`src/rtl/fifo_pkg.sv`:
```
// fifo_pkg: shared constants for the FIFO control stage.
//   - Default geometry (DEPTH_DEF, AW_DEF) and count width (CW_DEF).
//   - 3-bit operation-state encodings used by fifo_ctrl and fifo_ns_logic.
package fifo_pkg;

  localparam int unsigned DEPTH_DEF = 8;
  localparam int unsigned AW_DEF    = 3;
  // Count needs one extra bit to represent DEPTH itself.
  localparam int unsigned CW_DEF    = AW_DEF + 1;

  localparam logic [2:0] ST_INIT     = 3'd0;
  localparam logic [2:0] ST_NO_OP    = 3'd1;
  localparam logic [2:0] ST_WRITE    = 3'd2;
  localparam logic [2:0] ST_WR_ERROR = 3'd3;
  localparam logic [2:0] ST_READ     = 3'd4;
  localparam logic [2:0] ST_RD_ERROR = 3'd5;

endpackage

```
`src/rtl/fifo_ns_logic.sv`:
```
// fifo_ns_logic: combinational next-state / next-pointer / next-count decoder.
// Ports:
//   i_wr_en, i_rd_en   push / pop requests
//   i_count            current occupancy (AW+1 bits)
//   i_head, i_tail     current read / write pointers
//   i_rd_addr          current registered read-mux select
//   o_state            next operation state
//   o_head, o_tail     next pointers
//   o_count            next occupancy
//   o_rd_addr          next read-mux select
module fifo_ns_logic
  import fifo_pkg::*;
#(
  parameter int unsigned DEPTH = DEPTH_DEF,
  parameter int unsigned AW    = AW_DEF
) (
  input  logic          i_wr_en,
  input  logic          i_rd_en,
  input  logic [AW:0]   i_count,
  input  logic [AW-1:0] i_head,
  input  logic [AW-1:0] i_tail,
  input  logic [AW-1:0] i_rd_addr,
  output logic [2:0]    o_state,
  output logic [AW-1:0] o_head,
  output logic [AW-1:0] o_tail,
  output logic [AW:0]   o_count,
  output logic [AW-1:0] o_rd_addr
);

  localparam int unsigned CW = AW + 1;

  always_comb begin
    o_state   = ST_NO_OP;
    o_head    = i_head;
    o_tail    = i_tail;
    o_count   = i_count;
    o_rd_addr = i_rd_addr;
    // Simultaneous push and pop fall through to NO_OP without an error.
    if (i_wr_en && !i_rd_en) begin
      if (i_count < CW'(DEPTH)) begin
        o_state = ST_WRITE;
        o_tail  = i_tail + AW'(1);
        o_count = i_count + CW'(1);
      end else begin
        o_state = ST_WR_ERROR;
      end
    end else if (i_rd_en && !i_wr_en) begin
      if (i_count != '0) begin
        o_state   = ST_READ;
        o_rd_addr = i_head;
        o_head    = i_head + AW'(1);
        o_count   = i_count - CW'(1);
      end else begin
        o_state = ST_RD_ERROR;
      end
    end
  end

endmodule

```
`src/rtl/fifo_ctrl.sv`:
```
// fifo_ctrl: control stage of the 8 x 32-bit register-file FIFO.
// Holds head/tail pointers, occupancy count, read-mux select and the
// operation state; decodes handshake and status flags.
// Ports:
//   clk, reset            clock, asynchronous active-high reset
//   wr_en, rd_en          push / pop requests
//   we, wr_addr           register-file write strobe and address (= tail)
//   rd_addr               registered read-mux select
//   full, empty           occupancy status
//   wr_ack, wr_err        previous-cycle push accepted / rejected
//   rd_ack, rd_err        previous-cycle pop accepted / rejected
//   data_count            occupancy, 0..DEPTH
//   almost_full/empty     only when FIFO_ALMOST_FLAGS_EN is defined
// Config macro: FIFO_ALMOST_FLAGS_EN adds the almost_full / almost_empty outputs.
// DEPTH must equal 2**AW so pointers wrap by natural overflow.
module fifo_ctrl
  import fifo_pkg::*;
#(
  parameter int unsigned DEPTH    = DEPTH_DEF,
  parameter int unsigned AW       = AW_DEF,
  parameter int unsigned AF_LEVEL = 7,
  parameter int unsigned AE_LEVEL = 1
) (
  input  logic          clk,
  input  logic          reset,
  input  logic          wr_en,
  input  logic          rd_en,
  output logic          we,
  output logic [AW-1:0] wr_addr,
  output logic [AW-1:0] rd_addr,
  output logic          full,
  output logic          empty,
  output logic          wr_ack,
  output logic          wr_err,
  output logic          rd_ack,
  output logic          rd_err,
  output logic [AW:0]   data_count
`ifdef FIFO_ALMOST_FLAGS_EN
  ,
  output logic          almost_full,
  output logic          almost_empty
`endif
);

  localparam int unsigned CW = AW + 1;

  logic [2:0]    r_state;
  logic [AW-1:0] r_head;
  logic [AW-1:0] r_tail;
  logic [AW:0]   r_count;
  logic [AW-1:0] r_rd_addr;

  logic [2:0]    w_state_d;
  logic [AW-1:0] w_head_d;
  logic [AW-1:0] w_tail_d;
  logic [AW:0]   w_count_d;
  logic [AW-1:0] w_rd_addr_d;

  fifo_ns_logic #(
    .DEPTH (DEPTH),
    .AW    (AW)
  ) u_ns_logic (
    .i_wr_en   (wr_en),
    .i_rd_en   (rd_en),
    .i_count   (r_count),
    .i_head    (r_head),
    .i_tail    (r_tail),
    .i_rd_addr (r_rd_addr),
    .o_state   (w_state_d),
    .o_head    (w_head_d),
    .o_tail    (w_tail_d),
    .o_count   (w_count_d),
    .o_rd_addr (w_rd_addr_d)
  );

  always_ff @(posedge clk or posedge reset) begin
    if (reset) begin
      r_state   <= ST_INIT;
      r_head    <= '0;
      r_tail    <= '0;
      r_count   <= '0;
      r_rd_addr <= '0;
    end else begin
      r_state   <= w_state_d;
      r_head    <= w_head_d;
      r_tail    <= w_tail_d;
      r_count   <= w_count_d;
      r_rd_addr <= w_rd_addr_d;
    end
  end

  assign full       = (r_count == CW'(DEPTH));
  assign empty      = (r_count == '0);
  assign data_count = r_count;

  // Register file captures on the same edge that advances tail; gated off during reset.
  assign we      = wr_en & ~rd_en & ~full & ~reset;
  assign wr_addr = r_tail;
  assign rd_addr = r_rd_addr;

  assign wr_ack = (r_state == ST_WRITE);
  assign wr_err = (r_state == ST_WR_ERROR);
  assign rd_ack = (r_state == ST_READ);
  assign rd_err = (r_state == ST_RD_ERROR);

`ifdef FIFO_ALMOST_FLAGS_EN
  assign almost_full  = (r_count >= CW'(AF_LEVEL));
  assign almost_empty = (r_count <= CW'(AE_LEVEL));
`else
  logic w_unused_levels;
  assign w_unused_levels = ^{AF_LEVEL, AE_LEVEL};
`endif

endmodule

```
`config.mk`:
```
export PLATFORM = sky130hd
export DESIGN_NAME = fifo_ctrl
export DESIGN_NICKNAME = d
export VERILOG_FILES = /design/src/rtl/fifo_pkg.sv /design/src/rtl/fifo_ns_logic.sv /design/src/rtl/fifo_ctrl.sv
export SDC_FILE = /design/constraint.sdc
export NUM_CORES = 1
export LEC_CHECK = 0
export BUFFER_PORTS_ARGS = -buffer_cell sky130_fd_sc_hd__buf_2
export CAP_MARGIN = 20
export CORE_ASPECT_RATIO = 0.6
export CORE_MARGIN = 1
export CORE_UTILIZATION = 35
export CTS_BUF_LIST = sky130_fd_sc_hd__clkbuf_2
export CTS_CLUSTER_SIZE = 10
export DETAILED_ROUTE_END_ITERATION = 8
export PLACE_DENSITY_LB_ADDON = 0.2
export REMOVE_ABC_BUFFERS = 1
export SYNTH_ARGS = -nofsm -noshare
export SYNTH_HDL_FRONTEND = slang
export SYNTH_SLANG_ARGS = --single-unit
```
`constraint.sdc`:
```
create_clock -name clk -period 2.1 [get_ports clk]
set_input_delay 0.21 -clock clk [delete_from_list [all_inputs] [get_ports clk]]
set_output_delay 0.21 -clock clk [all_outputs]
set_load 0.02 [all_outputs]
```
==> qor.csv, run 1 <==
stage;metric;value;unit
yosys;top_reg_cell synth;dfrtp_1;
worst_setup_path;CP max FO;7;
yosys;post-synth top area cell;dfrtp_1;
detailed_routing;DRC Markers;0;
clock_tree;worst-skew pair later-pin latency;0.30;ns
worst_setup_path;slowest stage delay, CP;0.49;ns
sta;Final setup viols;0;
pwr;Internal;0.8028;mW
clock_tree;Clock Sinks;16;
grt;antenna violations before repair;0;
worst_setup_path;reg2reg start;data_count[1]$_DFFE_PP0P_;
worst_setup_path;Buffers & Inverters on Critical Path;1;
floorplan;die width;62.93;um
pwr;P_leak;0.4597;nW
yosys;Post-Syn Instances;59;
yosys;number of synthesized flops with an enable pin;0;
worst_setup_path;most frequent CP cell;nor3_1;
pwr;Flop pwr share;41.3;%
detailed_routing;routed len/inst;11.57;um
grt;first-pass GRT wire length;2.339;mm
finish;area grow syn2layout;18.62;%
yosys;post-synth top area share;51.36;%
sta;fin crit period;1.740;ns
worst_setup_path;Crit Path Class;reg2out;
grt;GRT overflow;0;
pwr;Max VDD drop;0.7201;mV
pwr;Logic pwr share;48.4;%
clock_tree;clock buffer depth;2;
finish;fin nets;92;
yosys;Synth cell types;22;
worst_setup_path;CP Capture Type;output port;
yosys;top-count cell post-synth;dfrtp_1;
clock_tree;H-tree lvl count;1;
finish;ANT cells;0;
min_path;Worst Hold Launch;wr_en;
finish;share of layout cells above drive strength 1;41.46;%
place;GP Congestion;0.7080;
min_path;Hold Path Stages;2;
worst_setup_path;FF-to-FF path depth;4;
pwr;clock group share of total power;10.3;%
floorplan;starting density of the core;39.63;%
clock_tree;setup bufs post-CTS;0;
run_status;status;finished, final reports clean;
clock_tree;clock tree root driver cell;clkbuf_2;
detailed_routing;number of vias per cell;4.418;
clock_tree;Worst-path clk slew;0.16;ns
sta;Worst-Margin Slew;0.6566;ns
yosys;post-synthesis simple-gate area fraction;11.24;%
finish;register area;400.4;um^2
floorplan;die area;0.002426;mm^2
floorplan;site row count;12;
finish;Fill cells;191;
detailed_routing;post-route ant nets;0;
sta;period utilization;82.85;%
worst_setup_path;CP arrival;1.53;ns
yosys;share of flip-flops with an asynchronous set or reset;100.0;%
yosys;Seq/Total Area, Yosys;51.36;%
grt;vias in the first global route;488;
sta;fmax;574.8;MHz
sta;setup TNS;0;ns
grt;largest net degree at the start of global routing;17;
yosys;Synth Warn #;0;
worst_setup_path;worst reg2reg setup slack;0.43;ns
pwr;switching power;0.5785;mW
pwr;PwrDens;1494;mW/mm^2
yosys;top post-synthesis cells by count;16 x dfrtp_1, 5 x ha_1, 5 x mux2_2;
yosys;post-synthesis compound-gate area fraction;5.457;%
detailed_routing;total wire length;1.273;mm
sta;RSZ-0062 raised after global routing;false;
yosys;syn avg cell area;13.21;um^2
clock_tree;total CTS buffers;3;
worst_setup_path;Critical Path, Cell by Cell;or2_2 > nor3_1 > nor3_1 > buf_2;
yosys;Post-Syn Area;779.5;um^2
detailed_routing;Vias;486;
worst_setup_path;Crit-path slowest cell;dfrtp_1;
floorplan;Die Ht;38.56;um
clock_tree;CTS tree;yes;
min_path;worst hold path class;in2reg;
yosys;synth top area cells;dfrtp_1 51%, ha_1 8.0%, mux2_2 7.2%;
yosys;#FFs+latches synth;16;
sta;count of pins over their slew limit;0;
finish;post-layout util;47.01;%
yosys;synthesized-area fraction occupied by adder cells;8.026;%
pwr;sw frac;41.88;%
sta;Worst Skew;0.01357;ns
yosys;post-synthesis xor/xnor area fraction;8.989;%
detailed_routing;drt first pass iters;2;
worst_setup_path;CP Data Required Time;1.89;ns
worst_setup_path;FF-to-FF End;data_count[1]$_DFFE_PP0P_;
min_path;Hold Path Sink;r_state[2]$_DFF_PP0_;
yosys;largest family of logic cells by synthesized area;simple AND/OR/NAND/NOR gates;
floorplan;num ports;21;
job;max_cap viols;0;
sta;Hold Vio Cnt, Final;0;
grt;total track usage;13.72;%
detailed_routing;initial DRC count;9;
floorplan;core area;0.001967;mm^2
place;IO Port Bufs;20;
sta;Slew HR;56.14;%
yosys;post-synthesis mux area share;11.08;%
worst_setup_path;Critical Path Start Type;flip-flop;
finish;area used by multi-input combinational logic;349.1;um^2
worst_setup_path;delay-heaviest family, CP;simple AND/OR/NAND/NOR gates;
[final cells by class]
class | instances | share of cell area (%)
clock inverters | 1 | 0.4060
flip-flops and latches | 16 | 43.30
well taps | 28 | 3.789
multi-input cells | 38 | 37.75
clock buffers | 3 | 1.624
repair buffers | 21 | 11.91
inverters | 3 | 1.218
[sequential cells by signal, summed over array words and instances (netlist names)]
name / cells
r_state: 3
wr_addr: 3
rd_addr: 3
r_head: 3
data_count: 4
[stage by stage]
step,hold slack [ns],setup slack [ns],total power [mW],std cells,area (um^2)
global placement,0.3279,0.3592,1.247,105,895.9
detailed placement,0.3342,0.3414,1.257,105,895.9
finish,0.08092,0.3601,1.381,110,924.6
CTS,0.07459,0.3423,1.400,110,924.6
global route,0.06019,0.2357,1.503,110,924.6
floorplan,0.1237,0.06055,1.062,57,760.7
[power by group through the flow]
stage / combinational [mW] / clock [mW] / sequential [mW]
6_report: 0.669 / 0.143 / 0.570
5_1_grt: 0.739 / 0.165 / 0.599
4_1_cts: 0.680 / 0.149 / 0.571
3_5_place_dp: 0.680 / 0 / 0.577
3_3_place_gp: 0.666 / 0 / 0.580
2_1_floorplan: 0.376 / 0 / 0.686
[cell families (layout without fill, tap and decap cells)]
family,count (synthesis),in the layout
flip-flops,16,16
AND/OR/NAND/NOR,13,13
XOR/XNOR,8,8
multiplexers,7,7
adder cells (fa/ha/maj),5,5
AO/OA/AOI/OAI,5,5
buffers and inverters,5,28
[placed cells by master (no fill, tap or decap), types with 2 or more instances in the layout]
| master | netlist | routed |
|---|---|---|
| and3b_1 | 2 | 2 |
| buf_2 | 0 | 20 |
| nor2b_1 | 2 | 2 |
| xor2_1 | 4 | 4 |
| nor3b_1 | 2 | 2 |
| xnor2_1 | 4 | 4 |
| mux2_4 | 2 | 2 |
| clkbuf_2 | 0 | 3 |
| nor3_1 | 2 | 2 |
| dfrtp_1 | 16 | 16 |
| nand2_1 | 2 | 2 |
| inv_1 | 3 | 3 |
| ha_1 | 5 | 5 |
| mux2_2 | 5 | 5 |
[timing repair]
| action | 4_1_cts | 5_1_grt |
|---|---|---|
| resized for setup | 0 | 0 |
| hold endpoints to repair | 16 | 0 |
| hold buffers | 1 | 0 |
[worst max path at each step]
stage | from | endpoint | cells past startpoint
floorplan | data_count[1]$_DFFE_PP0P_ | data_count[1]$_DFFE_PP0P_ | 4
global placement | rd_en | data_count[3]$_DFFE_PP0P_ | 7
detailed placement | rd_en | data_count[3]$_DFFE_PP0P_ | 7
CTS | data_count[1]$_DFFE_PP0P_ | we | 4
global route | data_count[1]$_DFFE_PP0P_ | we | 4
finish | data_count[1]$_DFFE_PP0P_ | we | 4
[routing by layer]
layer  track usage, %  part of all wire (%)  up-vias
met2            18.01                    38       14
met5                0                     0        -
met1            18.53                    54      219
li1                 -                     -      249
met3            6.250                   5.5        4
met4            6.977                   2.1        0
Power figures use the tool's default switching activity.
==> run 2, diff against run 1 <==
==> constraint.sdc (replaced) <==
create_clock -name clk -period 1.43 [get_ports clk]
set_input_delay 0.143 -clock clk [delete_from_list [all_inputs] [get_ports clk]]
set_output_delay 0.143 -clock clk [all_outputs]
set_load 0.02 [all_outputs]
==> run 2 against run 1 <==
Critical endpoint is now data_count[1]$_DFFE_PP0P_. Sequential power grew 42%. The run now ends with setup timing left. Cell count is 18% higher. Hold slack better by 0.073 ns. Clock skew decreased by 0.0087 ns. Die area unchanged. Largest cell class unchanged. Power rose by 78%. Clock-buffer cell count unchanged. Global-route usage up 1.8 points. Sequential cell count stayed put.
==> qor.csv, run 2 (synthesis gave the netlist of run 1 again) <==
stage;metric;value;unit;change
floorplan;num ports;21;;unchanged
clock_tree;H-tree lvl count;1;;unchanged
sta;Hold Vio Cnt, Final;0;;unchanged
place;DP Area;0.001008;mm^2;+13%
floorplan;Die Ht;38.56;um;unchanged
detailed_routing;DRC Markers;0;;unchanged
run_status;failing checks;setup timing;;
clock_tree;Worst-path clk slew;0.15;ns;about the same
place;IO Port Bufs;20;;unchanged
place;GP Congestion;0.7234;;+2.2%
finish;max reg flops;4;;unchanged
detailed_routing;number of vias per cell;4.446;;+0.63%
grt;met1 usage;19.89;%;+1.4 points
floorplan;die area;0.002426;mm^2;unchanged
detailed_routing;post-route ant nets;0;;unchanged
min_path;worst hold path class;in2reg;;
min_path;Hold Path Stages;3;;+1
worst_setup_path;CP max FO;4;;-3
place;dpl ws;-0.1272;ns;-0.4686 ns
worst_setup_path;CP Data Required Time;1.61;ns;-0.28 ns
worst_setup_path;delay-heaviest family, CP;flip-flops;;
finish;ANT cells;0;;unchanged
min_path;Worst Hold Launch;wr_en;;
grt;met2 GRT Util;25.54;%;+7.5 points
sta;setup TNS;-1.334;ns;-1.334 ns
pwr;PwrDens;2172;mW/mm^2;+45%
clock_tree;worst-skew pair later-pin latency;0.28;ns;-0.02 ns
pwr;P_leak;0.5762;nW;+25%
grt;vias in the first global route;579;;+19%
clock_tree;clock buffer depth;2;;unchanged
sta;hold_ws;0.1541;ns;+0.07314 ns
pwr;Max VDD drop;0.9635;mV;+34%
finish;Final Cell Area;0.001132;mm^2;+22%
sta;count of pins over their slew limit;0;;unchanged
grt;GRT overflow;0;;unchanged
worst_setup_path;worst reg2reg setup slack;-0.22;ns;-0.65 ns
floorplan;starting density of the core;39.63;%;unchanged
worst_setup_path;reg2reg start;data_count[0]$_DFFE_PP0P_;;
clock_tree;total CTS buffers;3;;unchanged
floorplan;core area;0.001967;mm^2;unchanged
finish;fin nets;112;;+22%
finish;share of layout cells above drive strength 1;54.90;%;+13 points
sta;period utilization;115.5;%;
grt;antenna violations before repair;0;;unchanged
detailed_routing;Vias;578;;+19%
detailed_routing;total wire length;1.644;mm;+29%
clock_tree;clock tree root driver cell;clkbuf_2;;
floorplan;die width;62.93;um;unchanged
run_status;status;complete, but fails checks;;
worst_setup_path;Buffers & Inverters on Critical Path;2;;+1
worst_setup_path;Critical Path, Cell by Cell;buf_6 > nor4_4 > nor2b_1 > buf_4 > a21oi_4 > mux2_4;;
sta;Slew HR;59.48;%;+3.3 points
floorplan;site row count;12;;unchanged
sta;final worst slack;-0.2223;ns;-0.5825 ns
finish;most frequent cells in the layout;18 x buf_2, 16 x dfrtp_1, 16 x buf_4, 6 x buf_6;;
sta;fin crit period;1.652;ns;
sta;fmax;605.2;MHz;
job;max_cap viols;0;;unchanged
finish;commonest non-fill, non-tap cell in the layout;buf_2;;
grt;met3 Use GR;5.357;%;-0.89 points
worst_setup_path;Crit-path slowest cell;dfrtp_1;;
sta;Worst-Margin Slew;0.6072;ns;-0.04937 ns
worst_setup_path;CP Capture Type;flip-flop;;
detailed_routing;initial DRC count;6;;-3
clock_tree;Clock Sinks;16;;unchanged
grt;first-pass GRT wire length;2.684;mm;+15%
place;placed insts;120;;+14%
worst_setup_path;Crit Path Class;reg2reg;;
finish;Final Non-Filler Cells;130;;+18%
sta;RSZ-0062 raised after global routing;true;;
sta;Final setup viols;12;;+12
place;hpwl dp;1.198;mm;
finish;area grow syn2layout;45.27;%;
worst_setup_path;FF-to-FF End;data_count[1]$_DFFE_PP0P_;;
worst_setup_path;slowest stage delay, CP;0.42;ns;-0.07 ns
worst_setup_path;FF-to-FF path depth;6;;+2
worst_setup_path;Critical Path Start Type;flip-flop;;
grt;Most Used Layer, Global Route;met2;;
sta;Worst Skew;0.004830;ns;-0.008735 ns
grt;largest net degree at the start of global routing;17;;unchanged
min_path;Hold Path Sink;r_state[2]$_DFF_PP0_;;
detailed_routing;drt first pass iters;4;;+2
detailed_routing;routed len/inst;12.65;um;+9.3%
grt;total track usage;15.52;%;+1.8 points
finish;Fill cells;181;;-5.2%
clock_tree;CTS tree;yes;;
worst_setup_path;CP arrival;1.83;ns;+0.30 ns
run 2: cell count changes in the layout (fill, tap and decap cells not counted), sizes merged:
cell	before	now
buf	20	40
run 2: area by class of cell:
cell class / instances / area [um^2] / share of cell area (%)
inverter: 3 / 11.26 / 0.9945
tap: 28 / 35.03 / 3.094
multi-input combinational: 38 / 379.1 / 33.48
clock buffer: 3 / 15.01 / 1.326
sequential: 16 / 400.4 / 35.36
clock inverter: 1 / 3.754 / 0.3315
timing repair buffer: 41 / 287.8 / 25.41
run 2: metrics by stage:
stage                     total power, mW  util, %
after global placement              2.004    51.27
after detailed placement            2.049    51.27
final                               2.459    57.57
after floorplan                     1.560        -
after global routing                2.661    57.57
after CTS                           2.392    55.66
run 2: worst max-delay path by stage:
stage | cells past startpoint | end | from
3_5_place_dp | 5 | data_count[1]$_DFFE_PP0P_ | data_count[1]$_DFFE_PP0P_
2_1_floorplan | 4 | data_count[1]$_DFFE_PP0P_ | data_count[1]$_DFFE_PP0P_
4_1_cts | 5 | we | data_count[1]$_DFFE_PP0P_
6_report | 6 | data_count[1]$_DFFE_PP0P_ | data_count[0]$_DFFE_PP0P_
3_3_place_gp | 7 | data_count[3]$_DFFE_PP0P_ | rd_en
5_1_grt | 6 | data_count[1]$_DFFE_PP0P_ | data_count[0]$_DFFE_PP0P_
run 2: layer usage:
layer	up-vias	part of all wire, %
li1	290	-
met1	273	44
met2	15	52
met3	0	4.0
met4	0	0
met5	-	0
run 2: where the power goes:
part	total (mW)	internal (mW)	switching, mW	leakage [nW]
clock	0.196	0.0608	0.135	0.0140
combinational	1.46	0.760	0.696	0.372
sequential	0.807	0.654	0.153	0.190
total	2.46	1.47	0.985	0.576
run 2: tightest hold or removal path, cell delays in order:
cell and delay, ns:
buf_2 0.09, nor2b_1 0.06, buf_4 0.13
run 2: what timing repair did:
item	4_1_cts	5_1_grt
endpoints found under the setup margin	7	12
hold buffers	1	0
pin swaps	2	2
hold endpoints to repair	16	0
gates cloned	0	0
buffers inserted	3	2
gates resized for setup	8	5
